<file path="config.mk">
export PLATFORM = sky130hd
export DESIGN_NAME = alvio_write_queue_flat
export DESIGN_NICKNAME = d
export VERILOG_FILES = /design/src/rtl/alvio_pkg.sv /design/src/rtl/alvio_write_queue_if.sv /design/src/rtl/alvio_lane_compact.sv /design/src/rtl/alvio_write_queue_chk.sv /design/src/rtl/alvio_write_queue.sv /design/src/flat_wrapper.sv
export SDC_FILE = /design/constraint.sdc
export NUM_CORES = 1
export LEC_CHECK = 0
export CAP_MARGIN = 20
export CORE_MARGIN = 2
export CORE_UTILIZATION = 57
export DETAILED_ROUTE_END_ITERATION = 16
export PLACE_DENSITY = 0.79
export SLEW_MARGIN = 10
export SYNTH_ARGS = -nofsm -noshare
export SYNTH_HDL_FRONTEND = slang
export SYNTH_SLANG_ARGS = --single-unit
</file>
<file path="constraint.sdc">
create_clock -name clk -period 5.96 [get_ports clk]
set_clock_uncertainty 0.05 [all_clocks]
set_input_delay 0.894 -clock clk [delete_from_list [all_inputs] [get_ports clk]]
set_output_delay 0.894 -clock clk [all_outputs]
set_load 0.03 [all_outputs]
</file>
<file path="src/rtl/alvio_pkg.sv">
// alvio_pkg: shared types and default sizing for the ALVIO write queue and
// the other LSU report paths.
//   alvio_rpt_t   one violation report: active-list index plus payload
//   ALVIO_*       default sizing constants
package alvio_pkg;

  localparam int ALVIO_INDEX   = 7;  // active-list index width (ALVIO RAM INDEX)
  localparam int ALVIO_WIDTH   = 1;  // violation payload width (ALVIO RAM WIDTH)
  localparam int ALVIO_NUM_SRC = 2;  // report lanes per cycle
  localparam int ALVIO_QDEPTH  = 8;  // queue entries
  localparam int ALVIO_QINDEX  = 3;  // log2(ALVIO_QDEPTH)

  typedef struct packed {
    logic [ALVIO_INDEX-1:0] alIdx;
    logic [ALVIO_WIDTH-1:0] data;
  } alvio_rpt_t;

endpackage

</file>
<file path="src/rtl/alvio_write_queue_if.sv">
// alvio_write_queue_if: report and ALVIO-write bundle of the write queue.
//   flush_i      recovery: discard all queued reports
//   vioValid_i   per-lane report valid
//   vioAlIdx_i   per-lane active-list index
//   vioData_i    per-lane payload
//   ready_o      queue can accept a full cycle of reports
//   we0_o        ALVIO write enable
//   addr0wr_o    ALVIO write address
//   data0wr_o    ALVIO write data
//   count_o      current occupancy
// master = report producer side, slave = the queue.
interface alvio_write_queue_if
  import alvio_pkg::*;
#(
  parameter int NUM_SRC = ALVIO_NUM_SRC,
  parameter int QINDEX  = ALVIO_QINDEX
) ();

  logic                                flush_i;
  logic [NUM_SRC-1:0]                  vioValid_i;
  logic [NUM_SRC-1:0][ALVIO_INDEX-1:0] vioAlIdx_i;
  logic [NUM_SRC-1:0][ALVIO_WIDTH-1:0] vioData_i;
  logic                                ready_o;
  logic                                we0_o;
  logic [ALVIO_INDEX-1:0]              addr0wr_o;
  logic [ALVIO_WIDTH-1:0]              data0wr_o;
  logic [QINDEX:0]                     count_o;

  modport master (
    output flush_i, vioValid_i, vioAlIdx_i, vioData_i,
    input  ready_o, we0_o, addr0wr_o, data0wr_o, count_o
  );

  modport slave (
    input  flush_i, vioValid_i, vioAlIdx_i, vioData_i,
    output ready_o, we0_o, addr0wr_o, data0wr_o, count_o
  );

endinterface

</file>
<file path="src/rtl/alvio_lane_compact.sv">
// alvio_lane_compact: packs the valid report lanes into a dense vector, lane
// order preserved (lowest valid lane lands in slot 0), and counts them.
// Pure combinational.
//   i_valid   per-lane valid
//   i_rpt     per-lane report
//   o_dense   compacted reports, slots 0..o_k-1 meaningful, rest zero
//   o_k       number of valid lanes
module alvio_lane_compact
  import alvio_pkg::*;
#(
  parameter int NUM_SRC = ALVIO_NUM_SRC,
  parameter int KW      = $clog2(NUM_SRC + 1)
) (
  input  logic       [NUM_SRC-1:0] i_valid,
  input  alvio_rpt_t [NUM_SRC-1:0] i_rpt,
  output alvio_rpt_t [NUM_SRC-1:0] o_dense,
  output logic       [KW-1:0]      o_k
);

  localparam int RPT_W = $bits(alvio_rpt_t);

  // Number of valid lanes strictly below 'lane': the slot that lane lands in.
  function automatic int lanes_below(input logic [NUM_SRC-1:0] v, input int lane);
    int n;
    n = 0;
    for (int j = 0; j < NUM_SRC; j++) begin
      n = n + (((j < lane) && v[j]) ? 1 : 0);
    end
    return n;
  endfunction

  // Each slot ORs in the one lane whose rank matches it; ranks are unique.
  always_comb begin
    o_dense = '0;
    for (int s = 0; s < NUM_SRC; s++) begin
      for (int i = 0; i < NUM_SRC; i++) begin
        o_dense[s] = alvio_rpt_t'(o_dense[s] |
                     ({RPT_W{i_valid[i] && (lanes_below(i_valid, i) == s)}} & i_rpt[i]));
      end
    end
  end

  // Popcount of the valid lanes.
  always_comb begin
    o_k = '0;
    for (int i = 0; i < NUM_SRC; i++) begin
      o_k = o_k + KW'(i_valid[i]);
    end
  end

endmodule

</file>
<file path="src/rtl/alvio_write_queue_chk.sv">
// alvio_write_queue_chk: simulation checks on the write queue.
//   i_clk, i_reset   clock and synchronous reset
//   i_count          occupancy
//   i_valid          per-lane report valid
//   i_ready          queue ready
//   i_we0            ALVIO write enable
module alvio_write_queue_chk #(
  parameter int NUM_SRC = 2,
  parameter int QDEPTH  = 8,
  parameter int QINDEX  = 3
) (
  input logic               i_clk,
  input logic               i_reset,
  input logic [QINDEX:0]    i_count,
  input logic [NUM_SRC-1:0] i_valid,
  input logic               i_ready,
  input logic               i_we0
);

  // Occupancy bound, dropped reports, and X on the write enable.
  always_ff @(posedge i_clk) begin
    if (i_reset == 1'b0) begin
      assert (i_count <= (QINDEX+1)'(QDEPTH))
        else $error("alvio_write_queue: occupancy %0d exceeds depth", i_count);
      assert (!((|i_valid) && !i_ready))
        else $error("alvio_write_queue: reports presented while not ready were dropped");
      assert (!$isunknown(i_we0))
        else $error("alvio_write_queue: we0 is unknown");
    end
  end

endmodule

</file>
<file path="src/rtl/alvio_write_queue.sv">
// alvio_write_queue: collects up to NUM_SRC violation reports per cycle and
// drains them, one per cycle, onto the single ALVIO RAM write port, keeping
// arrival order (by cycle, then lane 0 first).
//   clk     core clock
//   reset   synchronous, active-high
//   io      alvio_write_queue_if.slave: reports in, ALVIO write port and
//           ready/count out
module alvio_write_queue
  import alvio_pkg::*;
#(
  parameter int NUM_SRC = ALVIO_NUM_SRC,
  parameter int QDEPTH  = ALVIO_QDEPTH,
  parameter int QINDEX  = ALVIO_QINDEX
) (
  input logic                clk,
  input logic                reset,
  alvio_write_queue_if.slave io
);

  localparam int              KW          = $clog2(NUM_SRC + 1);
  localparam logic [QINDEX:0] READY_LIMIT = (QINDEX+1)'(QDEPTH - NUM_SRC);

  alvio_rpt_t                r_mem [QDEPTH];
  logic       [QINDEX-1:0]   r_head;
  logic       [QINDEX-1:0]   r_tail;
  logic       [QINDEX:0]     r_count;
  logic                      r_ready;
  logic                      r_we0;

  alvio_rpt_t [NUM_SRC-1:0]  w_lane_rpt;
  alvio_rpt_t [NUM_SRC-1:0]  w_dense;
  logic       [KW-1:0]       w_k;
  logic       [QINDEX:0]     w_add;
  logic       [QINDEX:0]     w_count_next;
  alvio_rpt_t                w_head_rpt;

  // Gather the per-lane bus fields into report structs.
  always_comb begin
    w_lane_rpt = '0;
    for (int i = 0; i < NUM_SRC; i++) begin
      w_lane_rpt[i].alIdx = io.vioAlIdx_i[i];
      w_lane_rpt[i].data  = io.vioData_i[i];
    end
  end

  alvio_lane_compact #(
    .NUM_SRC (NUM_SRC),
    .KW      (KW)
  ) u_compact (
    .i_valid (io.vioValid_i),
    .i_rpt   (w_lane_rpt),
    .o_dense (w_dense),
    .o_k     (w_k)
  );

  // Next occupancy: accepted reports in, one out whenever non-empty.
  // r_we0 always equals (r_count != 0).
  always_comb begin
    if (r_ready) begin
      w_add = (QINDEX+1)'(w_k);
    end else begin
      w_add = '0;
    end
    w_count_next = r_count + w_add - (QINDEX+1)'(r_we0);
  end

  // Queue state: reset wins over flush; flush ignores same-cycle reports.
  always_ff @(posedge clk) begin
    if (reset) begin
      r_head  <= '0;
      r_tail  <= '0;
      r_count <= '0;
      r_ready <= 1'b1;
      r_we0   <= 1'b0;
      for (int e = 0; e < QDEPTH; e++) begin
        r_mem[e] <= '0;
      end
    end else if (io.flush_i) begin
      r_head  <= '0;
      r_tail  <= '0;
      r_count <= '0;
      r_ready <= 1'b1;
      r_we0   <= 1'b0;
    end else begin
      if (r_we0) begin
        r_head <= r_head + {{(QINDEX-1){1'b0}}, 1'b1};
      end
      if (r_ready) begin
        for (int s = 0; s < NUM_SRC; s++) begin
          if (KW'(s) < w_k) begin
            r_mem[r_tail + QINDEX'(s)] <= w_dense[s];
          end
        end
        r_tail <= r_tail + QINDEX'(w_k);
      end
      r_count <= w_count_next;
      r_ready <= (w_count_next <= READY_LIMIT);
      r_we0   <= (w_count_next != '0);
    end
  end

  // Head entry drives the write port; reads zero while the queue is empty.
  always_comb begin
    if (r_we0) begin
      w_head_rpt = r_mem[r_head];
    end else begin
      w_head_rpt = '0;
    end
  end

  assign io.ready_o   = r_ready;
  assign io.we0_o     = r_we0;
  assign io.addr0wr_o = w_head_rpt.alIdx;
  assign io.data0wr_o = w_head_rpt.data;
  assign io.count_o   = r_count;

  alvio_write_queue_chk #(
    .NUM_SRC (NUM_SRC),
    .QDEPTH  (QDEPTH),
    .QINDEX  (QINDEX)
  ) u_chk (
    .i_clk   (clk),
    .i_reset (reset),
    .i_count (r_count),
    .i_valid (io.vioValid_i),
    .i_ready (r_ready),
    .i_we0   (r_we0)
  );

endmodule

</file>
<file path="src/flat_wrapper.sv">
// flat-port wrapper written by rule: the top's interface ports become plain ports
module alvio_write_queue_flat import alvio_pkg::*;
#(
  parameter int NUM_SRC = ALVIO_NUM_SRC,
  parameter int QDEPTH  = ALVIO_QDEPTH,
  parameter int QINDEX  = ALVIO_QINDEX
)
  (clk, reset, io_flush_i, io_vioValid_i, io_vioAlIdx_i, io_vioData_i, io_ready_o, io_we0_o, io_addr0wr_o, io_data0wr_o, io_count_o);
  alvio_write_queue_if #(.NUM_SRC(NUM_SRC), .QINDEX(QINDEX)) io_i ();
  input logic clk;
  input logic reset;
  input wire logic [$bits(io_i.flush_i)-1:0] io_flush_i;
  input wire logic [$bits(io_i.vioValid_i)-1:0] io_vioValid_i;
  input wire logic [$bits(io_i.vioAlIdx_i)-1:0] io_vioAlIdx_i;
  input wire logic [$bits(io_i.vioData_i)-1:0] io_vioData_i;
  output wire logic [$bits(io_i.ready_o)-1:0] io_ready_o;
  output wire logic [$bits(io_i.we0_o)-1:0] io_we0_o;
  output wire logic [$bits(io_i.addr0wr_o)-1:0] io_addr0wr_o;
  output wire logic [$bits(io_i.data0wr_o)-1:0] io_data0wr_o;
  output wire logic [$bits(io_i.count_o)-1:0] io_count_o;
  assign io_i.flush_i = io_flush_i;
  assign io_i.vioValid_i = io_vioValid_i;
  assign io_i.vioAlIdx_i = io_vioAlIdx_i;
  assign io_i.vioData_i = io_vioData_i;
  assign io_ready_o = io_i.ready_o;
  assign io_we0_o = io_i.we0_o;
  assign io_addr0wr_o = io_i.addr0wr_o;
  assign io_data0wr_o = io_i.data0wr_o;
  assign io_count_o = io_i.count_o;
  alvio_write_queue #(.NUM_SRC(NUM_SRC), .QDEPTH(QDEPTH), .QINDEX(QINDEX)) u_core (.clk(clk), .reset(reset), .io(io_i));
endmodule
</file>
# == After elaboration in Yosys (flattened, before gate mapping) ==
# Memories as Yosys holds them, arrays and structs flattened. A register that Yosys moved wholly into a read port is not among the register bits.
# Index checks and enable logic that the tools add are counted.
# totals
input_bits,21
elab_cells,50
ram_bits,64
mem_count,1
regBits,12
output_inout_bits,14
# classes
mux,23
n_eq_ne,1
n_bitwise,4
reduce_logical,7
magnitude_cmp,3
n_addsub,6
# memory_table
memory,words,width,rd,rd_ports_with_merged_regs,write_ports,line_no,source
u_core.r_mem,8,8,1,1,8,alvio_write_queue.sv:23,alvio_rpt_t r_mem [QDEPTH];
# ops
op,n
$eq 32x2->1 const B,1
$logic_not 32->1,1
$and 8x8->8,3
$mux 8,3
$reduce_or 8->1,2
$mux 1,15
$mux 3,4
$or 8x8->8,1
$add 3x1->3 const B,2
$add 4x2->4,1
$le 4x3->1 const B,1
$lt 1x2->1 const A,2
$reduce_bool 4->1,1
$sub 4x1->4,1
$add 3x2->3,1
$add 1x1->2,1
$logic_and 1x1->1,2
$mux 2,1
$reduce_or 2->1,1

# == Depth between registers and ports, before layout ==
# Gate-level depths: netlist of the first run.
# logic_depth
depth_word,9
ltp_mapped,10
ltp_nobuf,9

# == By module ==
# From an unflattened synthesis of the first run, not the netlist that was laid out.
# hier_totals
cells_unflattened,329
hier_area_um2,4359.2
# modules_own_cells
mod,area_each_um2,n_inst,cells_per_inst,seq_area_each_um2
alvio_write_queue,4184.0,1,307,2222.1
alvio_lane_compact,175.2,1,22,0.0

# == Least setup slack after synthesis of the first run ==
# OpenSTA, ideal clock, no wires.
# synth_path
path_type,input to register
startpoint,input port io_vioValid_i[0]
endpoint,"memory u_core.r_mem[3][0] (netlist bit), enable pin"
setup_ns,0.376
required_ns,5.534
n_path_buf,1
t_arrival_ns,2.488
cell_stages,6
setup_slack_ns,3.046
path_cell_list,clkbuf_1 > inv_1 > ha_1 > nor4_2 > nand3_1 > o211ai_1
# synth_rtl
element,line_no,source
"start, declared",flat_wrapper.sv:13,input wire logic [$bits(io_i.vioValid_i)-1:0] io_vioValid_i;
"end, declared",alvio_write_queue.sv:23,

==> impl_metrics.env, run 1 <==
export IMPL_status="complete, no violations"
export IMPL_antenna_cells=0
export IMPL_ys_seq_area_share_pct=55.0
export IMPL_ys_ff_latch=79
export IMPL_grt_overflow_total=0
export IMPL_synthArstFlopShare_pct=0
export IMPL_dpl_cell_area_um2=4430
export IMPL_grt_total_usage_pct=28.5
export IMPL_grt_max_degree=17
export IMPL_die_w_um=88.2
export IMPL_path_buf_inv=1
export IMPL_yosysTopAreaCellShare_pct=47.6
export IMPL_ff2ff_path_depth=4
export IMPL_cts_tree="built"
export IMPL_clockBufferDepth=2
export IMPL_synth_edff_count=64
export IMPL_hold_buffers=0
export IMPL_ys_dominant_reg_cell="edfxtp_1"
export IMPL_first_pass_iters=6
export IMPL_drtIter0Drc=415
export IMPL_drc_errors=0
export IMPL_yosys_area_top_type="edfxtp_1"
export IMPL_synth_distinct_cells=38
export IMPL_finalHoldViolations=0
export IMPL_port_buffers=34
export IMPL_yosys_area_share_simple_pct=9.66
export IMPL_cap_violations=0
export IMPL_wl_mm=10.3
export IMPL_finalSetupViolCount=0
export IMPL_antenna_found_initial=0
export IMPL_rsz0062_at_grt="false"
export IMPL_coreArea_um2=6830
export IMPL_ys_top_cells_by_area="edfxtp_1 48%, mux4_2 8.9%, dfxtp_1 7.4%, o22ai_1 6.3%, o2bb2ai_1 4.8%"
export IMPL_whs_ns=0.489
export IMPL_fillers=499
export IMPL_boundaryPins=35
export IMPL_path_max_fanout=16
export IMPL_netlist_instances=303
export IMPL_yosysWarnings=0
export IMPL_drive_above_1_share_pct=11.6
export IMPL_synthMuxAreaShare_pct=9.66
export IMPL_crit_family="flip-flops"
export IMPL_cpPeakStageDelay_ns=1.00
export IMPL_finalWorstSetupSlack_ns=2.17
export IMPL_grt_pass1_wl_mm=15.4
export IMPL_synth_most_common_cell="edfxtp_1"
export IMPL_slowest_stage="dfxtp_1"
export IMPL_hp_class="flip-flop to flip-flop"
export IMPL_worst_pin_slew_ns=1.14
export IMPL_cts_setup_buffers=0
export IMPL_die_area_um2=7780
export IMPL_maxSlewViolCount=0
export IMPL_antenna_left=0
export IMPL_dr_total_vias=2977
export IMPL_wl_per_cell_um=23.8
export IMPL_synth_top_family_by_area="compound AO/OA/AOI/OAI gates"
export IMPL_pre_cts_ws_ns=2.10
export IMPL_synth_adder_area_share_pct=4.40
export IMPL_cts_root_buf="clkbuf_8"
export IMPL_h_tree_depth=3
export IMPL_dpl_hpwl_mm=7.37
export IMPL_synth_avg_cell_area_um2=13.3
export IMPL_fin_area_um2=4640
export IMPL_syn_area_um2=4040
export IMPL_crit_chain="mux4_2 > a22o_1 > clkdlybuf4s50_1"
export IMPL_fin_nets=364
export IMPL_clk_pin_slew_ns=0.08
export IMPL_power_static_leakage_uw=0.00156
export IMPL_grt_pass1_vias=2716
export IMPL_cts_sinks=79
export IMPL_initial_core_util_pct=59.2
export IMPL_period_minus_slack_ns=3.79
export IMPL_relSlewSlack_pct=23.7
export IMPL_cts_made_buffers=9
export IMPL_worst_skew_pair_late_latency_ns=0.37
export IMPL_synth_nets=337
export IMPL_pwr_density_cell_nw_per_um2=322
export IMPL_gp_congestion=0.902
export IMPL_startpoint_type="flip-flop"
export IMPL_hold_path_depth=2
export IMPL_cts_resized=0
export IMPL_worstSetupPathType="flip-flop to primary output"
export IMPL_finalCritPeriodShare_pct=63.5
export IMPL_num_rows=30
export IMPL_crit_cells=3
export IMPL_endpoint_kind="primary output"
export IMPL_clock_fmax_mhz=264
export IMPL_post_place_cells=415
export IMPL_ir_worst_vdd_v=0.000346
export IMPL_ys_top_cells_by_count="64 x edfxtp_1, 41 x o22ai_1, 22 x o2bb2ai_1, 18 x inv_1, 16 x mux4_2"
export IMPL_synth_compound_area_share_pct=16.1
export IMPL_critical_path_required_ns=5.02
export IMPL_finalSetupTns_ns=0
export IMPL_die_y_um=88.2
export IMPL_critPathArrivalTime_ns=2.84
export IMPL_syn_to_final_growth_pct=14.7
export IMPL_instances_no_fill=431
export IMPL_synthXorXnorAreaFrac_pct=1.70
export IMPL_avgViaCountPerCell=6.91
-- through the flow --
step	utilization [%]	power, uW
3_5_place_dp	64.8	1080
5_1_grt	67.9	1550
2_1_floorplan	-	952
4_1_cts	67.9	1480
6_report	67.9	1490
3_3_place_gp	64.8	1070
-- cell usage in the layout, fill, tap and decap left out, drive strengths merged --
master         instances
nor3b                  3
dfxtp                 15
nand2                 12
clkinv                 1
xor2                   3
o2bb2ai               22
o22ai                 41
bufinv                 1
clkinvlp               2
nand3                 14
nor2b                  2
a22o                   8
a22oi                  8
o211ai                 4
a21oi                  1
and2                   5
and4b                  1
mux2i                  3
nand4b                 1
o32ai                  1
or2                    1
inv                   18
nand4                  5
nor2                   9
ha                    11
clkbuf                12
nor4b                  3
or3b                   1
xnor2                  4
and3b                  1
mux4                  16
and3                   1
clkdlybuf4s50         34
nor4                   1
fa                     2
edfxtp                64
a211o                  3
nand2b                 1
-- cells by family (layout without fill, tap and decap cells) --
family | count (synthesis) | after routing
buf+inv | 36 | 68
mux | 19 | 19
xor+xnor | 7 | 7
compound gates | 88 | 88
simple gates | 61 | 61
fa+ha+maj | 13 | 13
flops | 79 | 79
-- path summary, 6_finish.rpt --
kind,start,endpoint,slack (ns)
hold reg to reg,u_core.r_head[2],flip-flop,0.49
setup / recovery,flip-flop,io_addr0wr_o[6],2.17
setup reg to reg,u_core.r_tail[1],u_core.r_mem[3][5],3.23
hold / removal,u_core.r_head[2],flip-flop,0.49
-- registers in the layout, summed over array words and instances, names as in the netlist, named ones only --
| signal | cells |
|---|---|
| u_core.io.count_o | 4 |
| u_core.r_head | 3 |
| u_core.r_mem | 64 |
| u_core.io.ready_o | 1 |
| u_core.io.we0_o | 1 |
| u_core.r_tail | 3 |
-- layout make-up --
| cell class | count | area [um2] | share of cell area (%) |
|---|---|---|---|
| Sequential cell | 79 | 2220 | 47.9 |
| Multi-Input combinational cell | 188 | 1680 | 36.2 |
| Timing Repair Buffer | 34 | 340 | 7.34 |
| Clock buffer | 12 | 155 | 3.35 |
| Tap cell | 96 | 120 | 2.59 |
| Inverter | 18 | 67.6 | 1.46 |
| Clock inverter | 4 | 53.8 | 1.16 |
-- worst reg2reg max path, stage by stage, from the launching register on --
cell	delay (ns)
dfxtp_1	0.41
ha_1	0.28
xnor2_1	0.49
nand2_1	0.38
o211ai_1	0.77
-- where the power goes --
| group | switching (uW) | leakage [uW] | internal, uW |
|---|---|---|---|
| Combinational | 222 | 0.000679 | 172 |
| Clock | 200 | 0.0000988 | 217 |
| Sequential | 41.8 | 0.000785 | 639 |
| Total | 464 | 0.00156 | 1030 |
-- per-layer routing --
metal  up-vias  routed length (um)  share of wire [%]  global-route usage, %
met3        48                1280                 12                   6.22
li1       1285                   -                  -                      -
met1      1407                3930                 38                   42.5
met2       237                4580                 45                   40.5
met5         -                   0                  0                      0
met4         0                 479                4.7                   12.7
Power figures use the tool's default switching activity.
==> run 2: changes to the inputs <==
clock period = 4 ns   (was 5.96 ns; I/O delays follow)
==> run 2 against run 1 <==
Against the previous run: critical path depth is the same; final cell count grew 1.6%; flip-flop and latch count is the same; die area is the same; critical path type unchanged; critical endpoint is now io_addr0wr_o[5]; largest cell class unchanged; largest power group unchanged.
==> impl_metrics.env, run 2 (synthesis results as in run 1) <==
export IMPL_status="complete, no violations"
export IMPL_seqPwrFrac_pct=44.7
export IMPL_final_cell_mix="64 x edfxtp_1, 41 x o22ai_1, 34 x clkdlybuf4s50_1, 22 x o2bb2ai_1, 18 x inv_1"
export IMPL_r2r_end="u_core.r_mem[3][5]"
export IMPL_clk_pin_slew_ns=0.08
export IMPL_h_tree_depth=3
export IMPL_coreArea_um2=6830
export IMPL_drive_above_1_share_pct=13.7
export IMPL_clock_fmax_mhz=326
export IMPL_crit_cells=3
export IMPL_cts_root_buf="clkbuf_8"
export IMPL_syn_to_final_growth_pct=16.2
export IMPL_pwr_density_cell_nw_per_um2=478
export IMPL_utilization_pct=68.7
export IMPL_avgViaCountPerCell=6.70
export IMPL_hp_class="flip-flop to flip-flop"
export IMPL_wl_per_cell_um=23.6
export IMPL_timing_rr_start="u_core.r_tail[1]"
export IMPL_first_pass_iters=5
export IMPL_worst_skew_pair_late_latency_ns=0.36
export IMPL_hold_path_endpoint="u_core.r_head[2]"
export IMPL_maxSlewViolCount=0
export IMPL_num_rows=30
export IMPL_dpl_cell_area_um2=4480
export IMPL_fillers=507
export IMPL_wl_mm=10.3
export IMPL_cts_resized=0
export IMPL_p_comb_share_pct=27.3
export IMPL_path_buf_inv=1
export IMPL_boundaryPins=35
export IMPL_die_w_um=88.2
export IMPL_grt_pass1_wl_mm=15.8
export IMPL_critical_path_required_ns=3.35
export IMPL_cts_tree="built"
export IMPL_p_int_uw=1520
export IMPL_antenna_found_initial=0
export IMPL_fin_area_um2=4700
export IMPL_period_minus_slack_ns=3.06
export IMPL_regMostFlops="u_core.r_mem"
export IMPL_startpoint_type="flip-flop"
export IMPL_ff2ff_path_depth=4
export IMPL_finalSetupViolCount=0
export IMPL_finalSetupTns_ns=0
export IMPL_cts_sinks=79
export IMPL_port_buffers=34
export IMPL_die_area_um2=7780
export IMPL_antenna_cells=0
export IMPL_ir_worst_vdd_v=0.000464
export IMPL_clockBufferDepth=2
export IMPL_fin_nets=371
export IMPL_power_static_leakage_uw=0.00161
export IMPL_r2r_slack_ns=1.32
export IMPL_finalCritPeriodShare_pct=76.6
export IMPL_rsz0062_at_grt="false"
export IMPL_hold_buffers=0
export IMPL_cts_made_buffers=9
export IMPL_largest_reg_flops=64
export IMPL_drc_errors=0
export IMPL_grt_max_degree=17
export IMPL_path_max_fanout=16
export IMPL_relSlewSlack_pct=28.8
export IMPL_finalHoldViolations=0
export IMPL_holdCritStartpoint="u_core.r_head[2]"
export IMPL_slowest_stage="dfxtp_1"
export IMPL_dr_total_vias=2933
export IMPL_worstSetupPathType="flip-flop to primary output"
export IMPL_die_y_um=88.2
export IMPL_drtIter0Drc=441
export IMPL_worst_pin_slew_ns=1.07
export IMPL_grt_total_usage_pct=28.9
export IMPL_endpoint_kind="primary output"
export IMPL_power_switching_uw=720
export IMPL_power_frac_clock_pct=28.0
export IMPL_grt_overflow_total=0
export IMPL_cpPeakStageDelay_ns=0.77
export IMPL_dpl_hpwl_mm=7.44
export IMPL_multi_input_area_um2=1680
export IMPL_critPathArrivalTime_ns=2.41
export IMPL_hold_path_depth=2
export IMPL_initial_core_util_pct=59.2
export IMPL_cts_setup_buffers=0
export IMPL_crit_chain="mux4_2 > a22o_1 > clkdlybuf4s50_1"
export IMPL_regArea_um2=2220
export IMPL_final_common_cell="edfxtp_1"
export IMPL_crit_family="flip-flops"
export IMPL_antenna_left=0
export IMPL_switching_share_pct=32.1
export IMPL_cap_violations=0
export IMPL_gp_congestion=0.930
export IMPL_grt_pass1_vias=2776
export IMPL_whs_ns=0.494
## run 2: changes by cell type in the layout (fill, tap and decap cells not counted), sizes merged
cell	previous run	this run
inv	18	21
bufinv	1	0
clkbuf	12	11
clkinvlp	2	1
buf	0	7
## run 2: final cells by class
type,instances,area share (%)
multi-input cells,188,35.7
well taps,96,2.56
inverters,18,1.44
flip-flops and latches,79,47.3
repair buffers,41,8.37
clock buffers,11,3.70
clock inverters,5,0.906
## run 2: how the worst max path moves through the flow
stage / to
6_report: io_addr0wr_o[5]
5_1_grt: io_addr0wr_o[6]
4_1_cts: io_addr0wr_o[5]
3_5_place_dp: u_core.r_mem[0][0]
3_3_place_gp: u_core.r_mem[7][1]
2_1_floorplan: u_core.r_mem[3][0]
## run 2: worst min-delay path: cells and delay by family (launching register included)
family	cells	cell delay [ns]
xor gates and xnor gates	1	0.07
DFF	1	0.33
and+or+nand+nor	1	0.10
## run 2: power by group through the flow
stage,combinational (uW),clock [uW],sequential [uW]
after floorplan,377,0,1040
after global placement,592,0,1020
after detailed placement,604,0,1020
after CTS,610,626,1000
after global routing,664,661,1010
final,613,628,1000
## run 2: metal layers
layer / GRT usage (%) / wire, um / vias up
li1: - / - / 1307
met3: 6.31 / 1130 / 18
met5: 0 / 0 / -
met2: 43.6 / 4830 / 218
met1: 42.2 / 4200 / 1390
met4: 9.64 / 169 / 0
## run 2: stage by stage
stage	setup slack, ns	instances	power, uW
2_1_floorplan	1.38	303	1420
3_3_place_gp	0.878	422	1610
3_5_place_dp	0.801	422	1630
4_1_cts	0.934	438	2240
5_1_grt	0.861	438	2330
6_report	0.935	438	2240
